**config.mk**
```make
export PLATFORM = sky130hd
export DESIGN_NAME = trb_in_demux
export DESIGN_NICKNAME = d
export VERILOG_FILES = /design/src/rtl/trb_in_demux.sv
export SDC_FILE = /design/constraint.sdc
export NUM_CORES = 1
export LEC_CHECK = 0
export CORE_ASPECT_RATIO = 2
export CORE_MARGIN = 5
export CORE_UTILIZATION = 25
export CTS_BUF_LIST = sky130_fd_sc_hd__clkbuf_4
export DETAILED_ROUTE_END_ITERATION = 16
export HOLD_SLACK_MARGIN = 0.12
export MAX_ROUTING_LAYER = met4
export REMOVE_ABC_BUFFERS = 1
export SLEW_MARGIN = 10
export SYNTH_ARGS = -nofsm -noshare
export SYNTH_HDL_FRONTEND = slang
export SYNTH_SLANG_ARGS = --single-unit
```
**constraint.sdc**
```tcl
create_clock -name clk -period 1.7 [get_ports clk]
set_clock_uncertainty 0.2 [all_clocks]
set_input_delay 0.34 -clock clk [delete_from_list [all_inputs] [get_ports clk]]
set_output_delay 0.34 -clock clk [all_outputs]
set_load 0.02 [all_outputs]
```
**src/rtl/trb_in_demux.sv**
```systemverilog
// Deals whole fixed-length frames from one 8-bit stream to NUM_TURBO decoder inputs in
// strict round-robin order, regenerating sop/eop from a beat counter and flagging framing errors.
module trb_in_demux #(
   parameter int unsigned NUM_TURBO = 2,
   parameter int unsigned FRAME_LEN = 128
) (
   input  logic                   clk,
   input  logic                   rst_n,
   input  logic [7:0]             st_data_in,
   input  logic                   st_valid_in,
   input  logic                   st_sop_in,
   input  logic                   st_eop_in,
   output logic                   st_ready_out,
   input  logic [NUM_TURBO-1:0]   st_ready_in,
   output logic [8*NUM_TURBO-1:0] st_data_out,
   output logic [NUM_TURBO-1:0]   st_valid_out,
   output logic [NUM_TURBO-1:0]   st_sop_out,
   output logic [NUM_TURBO-1:0]   st_eop_out,
   output logic [3:0]             sel_ch,
   output logic [15:0]            frame_cnt,
   output logic                   err_sync,
   output logic                   err_sop,
   output logic                   err_eop
);

   localparam int unsigned CntW = $clog2(FRAME_LEN);
   localparam int unsigned SelW = (NUM_TURBO > 1) ? $clog2(NUM_TURBO) : 1;
   localparam logic [CntW-1:0] LastIdx = CntW'(FRAME_LEN - 1);
   localparam logic [3:0]      LastCh  = 4'(NUM_TURBO - 1);

   typedef enum logic {StSync, StStream} state_e;

   state_e                   state_q;
   logic [CntW-1:0]          cnt_q;
   logic [3:0]               sel_q;
   logic [15:0]              frame_q;
   logic [8*NUM_TURBO-1:0]   data_q;
   logic [NUM_TURBO-1:0]     valid_q, sop_q, eop_q;
   logic                     err_sync_q, err_sop_q, err_eop_q;

   logic accept, fwd, drop, bad_sop, bad_eop, last_beat;

   // Only the low bits address a channel; indices >= NUM_TURBO never occur.
   assign st_ready_out = rst_n & st_ready_in[sel_q[SelW-1:0]];
   assign accept       = st_valid_in & st_ready_out;

   always_comb begin
      fwd       = 1'b0;
      drop      = 1'b0;
      bad_sop   = 1'b0;
      bad_eop   = 1'b0;
      last_beat = 1'b0;
      if (accept) begin
         unique case (state_q)
            StSync: begin
               fwd  = st_sop_in;
               drop = ~st_sop_in;
            end
            StStream: begin
               fwd       = 1'b1;
               bad_sop   = st_sop_in;
               last_beat = (cnt_q == LastIdx);
               bad_eop   = st_eop_in ^ (cnt_q == LastIdx);
            end
            default: ;
         endcase
      end
   end

   always_ff @(posedge clk) begin
      if (!rst_n) begin
         state_q    <= StSync;
         cnt_q      <= '0;
         sel_q      <= '0;
         frame_q    <= '0;
         data_q     <= '0;
         valid_q    <= '0;
         sop_q      <= '0;
         eop_q      <= '0;
         err_sync_q <= 1'b0;
         err_sop_q  <= 1'b0;
         err_eop_q  <= 1'b0;
      end else begin
         valid_q    <= '0;
         sop_q      <= '0;
         eop_q      <= '0;
         err_sync_q <= drop;
         err_sop_q  <= bad_sop;
         err_eop_q  <= bad_eop;
         if (fwd) begin
            for (int i = 0; i < NUM_TURBO; i++) begin
               if (sel_q == 4'(i)) begin
                  valid_q[i]        <= 1'b1;
                  sop_q[i]          <= (cnt_q == '0);
                  eop_q[i]          <= (cnt_q == LastIdx);
                  data_q[8*i +: 8]  <= st_data_in;
               end
            end
            if (last_beat) begin
               cnt_q   <= '0;
               sel_q   <= (sel_q == LastCh) ? 4'd0 : sel_q + 4'd1;
               frame_q <= frame_q + 16'd1;
               state_q <= StSync;
            end else begin
               cnt_q   <= cnt_q + CntW'(1);
               state_q <= StStream;
            end
         end
      end
   end

   assign st_data_out  = data_q;
   assign st_valid_out = valid_q;
   assign st_sop_out   = sop_q;
   assign st_eop_out   = eop_q;
   assign sel_ch       = sel_q;
   assign frame_cnt    = frame_q;
   assign err_sync     = err_sync_q;
   assign err_sop      = err_sop_q;
   assign err_eop      = err_eop_q;

endmodule

```
==> flow_summary.ini <==
[status]
status = finished, violations left
violations = setup timing

[placed_design]
port_buffers = 60
dp_hpwl_um = 4630
dp.cells = 429
post_dp_cell_area_um2 = 3250
routabilityCongestion = 0.793

[job]
max_cap_violations = 0

[synth]
synth_cell_types = 35
yosysSeqAreaShare_pct = 47.0
synth_flop_cell = dfxtp_1
synth_area_leaders = dfxtp_1 (47%), mux2i_1 (9.7%), nor2b_1 (7.2%), xnor2_1 (5.4%), and2_1 (3.6%)
syn_avg_cell_area_um2 = 9.53
ys_ff_latch = 53
synth.most_common_cell = dfxtp_1
synthCells = 237
async_flop_share_pct = 0
synthesis.area_um2 = 2260
synth_area_leader_cell = dfxtp_1
yosys-top-cells-count = dfxtp_1 (53), nor2b_1 (26), mux2i_1 (22)
ys_warn_count = 0
synth_edf_count = 0
synth_top_cell_area_share_pct = 47.0

[cts]
cts.sinks = 53
clock_latency_ns = 0.38
cts_buffers = 5
clockBufferDepth = 2
clockRootBuffer = clkbuf_4
htreeDepth = 2
cts_tree = yes
clkTransAtPathRegs_ns = 0.14

[drt]
drt_iter0_drc = 78
dr.pass1.iters = 4
ant_nets = 0
via_per_inst = 4.47
drc = 0
wl_um = 6070
vias = 1966
wire_per_inst_um = 13.8

[die]
start_util_pct = 25.2
num_io_pins = 61
fp.dieW_um = 77.2
num_rows = 49
dieArea_um2 = 11200
design.core.area_um2 = 8950
fp.dieH_um = 144

[setup_path]
arrival_ns = 2.07
crit_path_start_kind = primary input
path_class = in2reg
r2r-start = sel_ch[0]
cp-startpoint = st_ready_in[0]
crit_fanout = 10
crit_required_ns = 1.79
end_kind = flip-flop

[timing]
fin_ws_ns = -0.272
rsz0062_at_grt = true
timing.fmax_ghz = 0.507
setup_violations = 45
slew_headroom_pct = 74.7
maxSlewViolCount = 0
worst_slew_pin_slew_ns = 0.379
fin_crit_ns = 1.97
hold_violations = 0
period_share_pct = 116

[min_path]
hold_path_class = in2reg
hp-start = rst_n

[final_layout]
fillers = 904
areaGrowthSynthToFinish_pct = 53.5
final_area_um2 = 3470
utilization_pct = 38.8
drive_above_1_share_pct = 28.5
fin_cells = 440
nNetsFinal = 355

[grt]
grt_pass1_wl_um = 9660
grt_max_degree = 46
grt_pass1_vias = 1963
antenna_found_initial = 1
overflow = 0
grt_util_all_layers_pct = 11.4

[power]
power_density_nw_per_um2 = 602
ir_drop_v = 0.000381
cellLeakagePower_nw = 1.55
flip-flops by register name, indices dropped and copies added, names as in the netlist:
name          cells
cnt_q             7
err_sop           1
st_data_out      16
err_sync          1
frame_cnt        16
state_q           1
st_valid_out      2
st_sop_out        2
err_eop           1
sel_ch            4
st_eop_out        2
final cells by class:
cell class                 count  area [um2]  share of cell area, %
antenna                        1        2.50                 0.0721
clock buffer                   5        37.5                   1.08
clock inverter                 2        35.0                   1.01
inverter                       5        18.8                  0.541
multi-input combinational    170        1280                   36.9
sequential                    53        1070                   30.8
tap                          102         128                   3.68
timing repair buffer         102         897                   25.9
where the power goes:
part	switching [mW]	internal, mW
clock network	0.388	0.300
logic	0.0678	0.0773
registers	0.00427	1.25
total	0.461	1.63
metal layers:
| layer | GRT usage [%] | routed length (um) | up-vias |
|---|---|---|---|
| met5 | - | 0 | - |
| met4 | 5.71 | 155 | 0 |
| met3 | 1.93 | 173 | 9 |
| met2 | 20.6 | 3410 | 34 |
| met1 | 11.6 | 2330 | 924 |
| li1 | - | - | 999 |
cell usage in the layout, fill, tap and decap left out, types with 7 or more instances in the layout:
master           synthesis  routed
clkdlybuf4s15_2          0       7
buf_4                    1      35
dfxtp_1                 53      46
mux2i_1                 22      21
dlygate4sd2_1            0      24
nor2b_1                 26      26
xnor2_1                 14      14
clkdlybuf4s15_1          0       8
nor2_1                  14      11
nand3_1                 13       7
nand4_1                  7       7
dfxtp_2                  0       7
nand2_1                 16      15
clkdlybuf4s50_1          0      13
and2_1                  13      13
path summary, 6_finish.rpt:
| check | slack (ns) | cells past startpoint | end |
|---|---|---|---|
| setup / recovery | -0.27 | 8 | st_data_out[1] |
| hold / removal | 0.13 | 2 | state_q |
| setup reg to reg | -0.25 | 7 | st_data_out[1] |
| hold reg to reg | 0.29 | 2 | frame_cnt[15] |
critical path, stage by stage:
cell	delay, ns
clkdlybuf4s50_1	0.47
mux2i_2	0.09
buf_4	0.14
or3_4	0.39
nor3b_2	0.18
buf_6	0.19
mux2i_1	0.21
nor2b_1	0.06
cell families after synthesis:
group / after synthesis / share of synthesized area [%]
AO/OA/AOI/OAI: 13 / 3.43
XOR/XNOR: 16 / 6.20
adder cells (fa/ha/maj): 3 / 1.66
buffers and inverters: 14 / 2.88
flip-flops: 53 / 47.0
multiplexers: 23 / 10.4
AND/OR/NAND/NOR: 115 / 28.5
timing repair:
item,CTS,global route
buffers inserted,3,1
endpoints found under the setup margin,89,66
pin swaps,15,12
hold buffers,0,0
gates resized for setup,106,29
through the flow:
stage	setup TNS, ns	total power [mW]	setup slack (ns)	hold WS, ns
finish	-6.13	2.09	-0.272	0.127
floorplan	-16.13	1.33	-0.669	0.217
detailed placement	-26.83	1.42	-0.664	0.273
global placement	-25.38	1.42	-0.615	0.268
global route	-9.25	2.18	-0.344	0.121
CTS	-5.72	2.12	-0.255	0.297
Power figures use the tool's default switching activity.
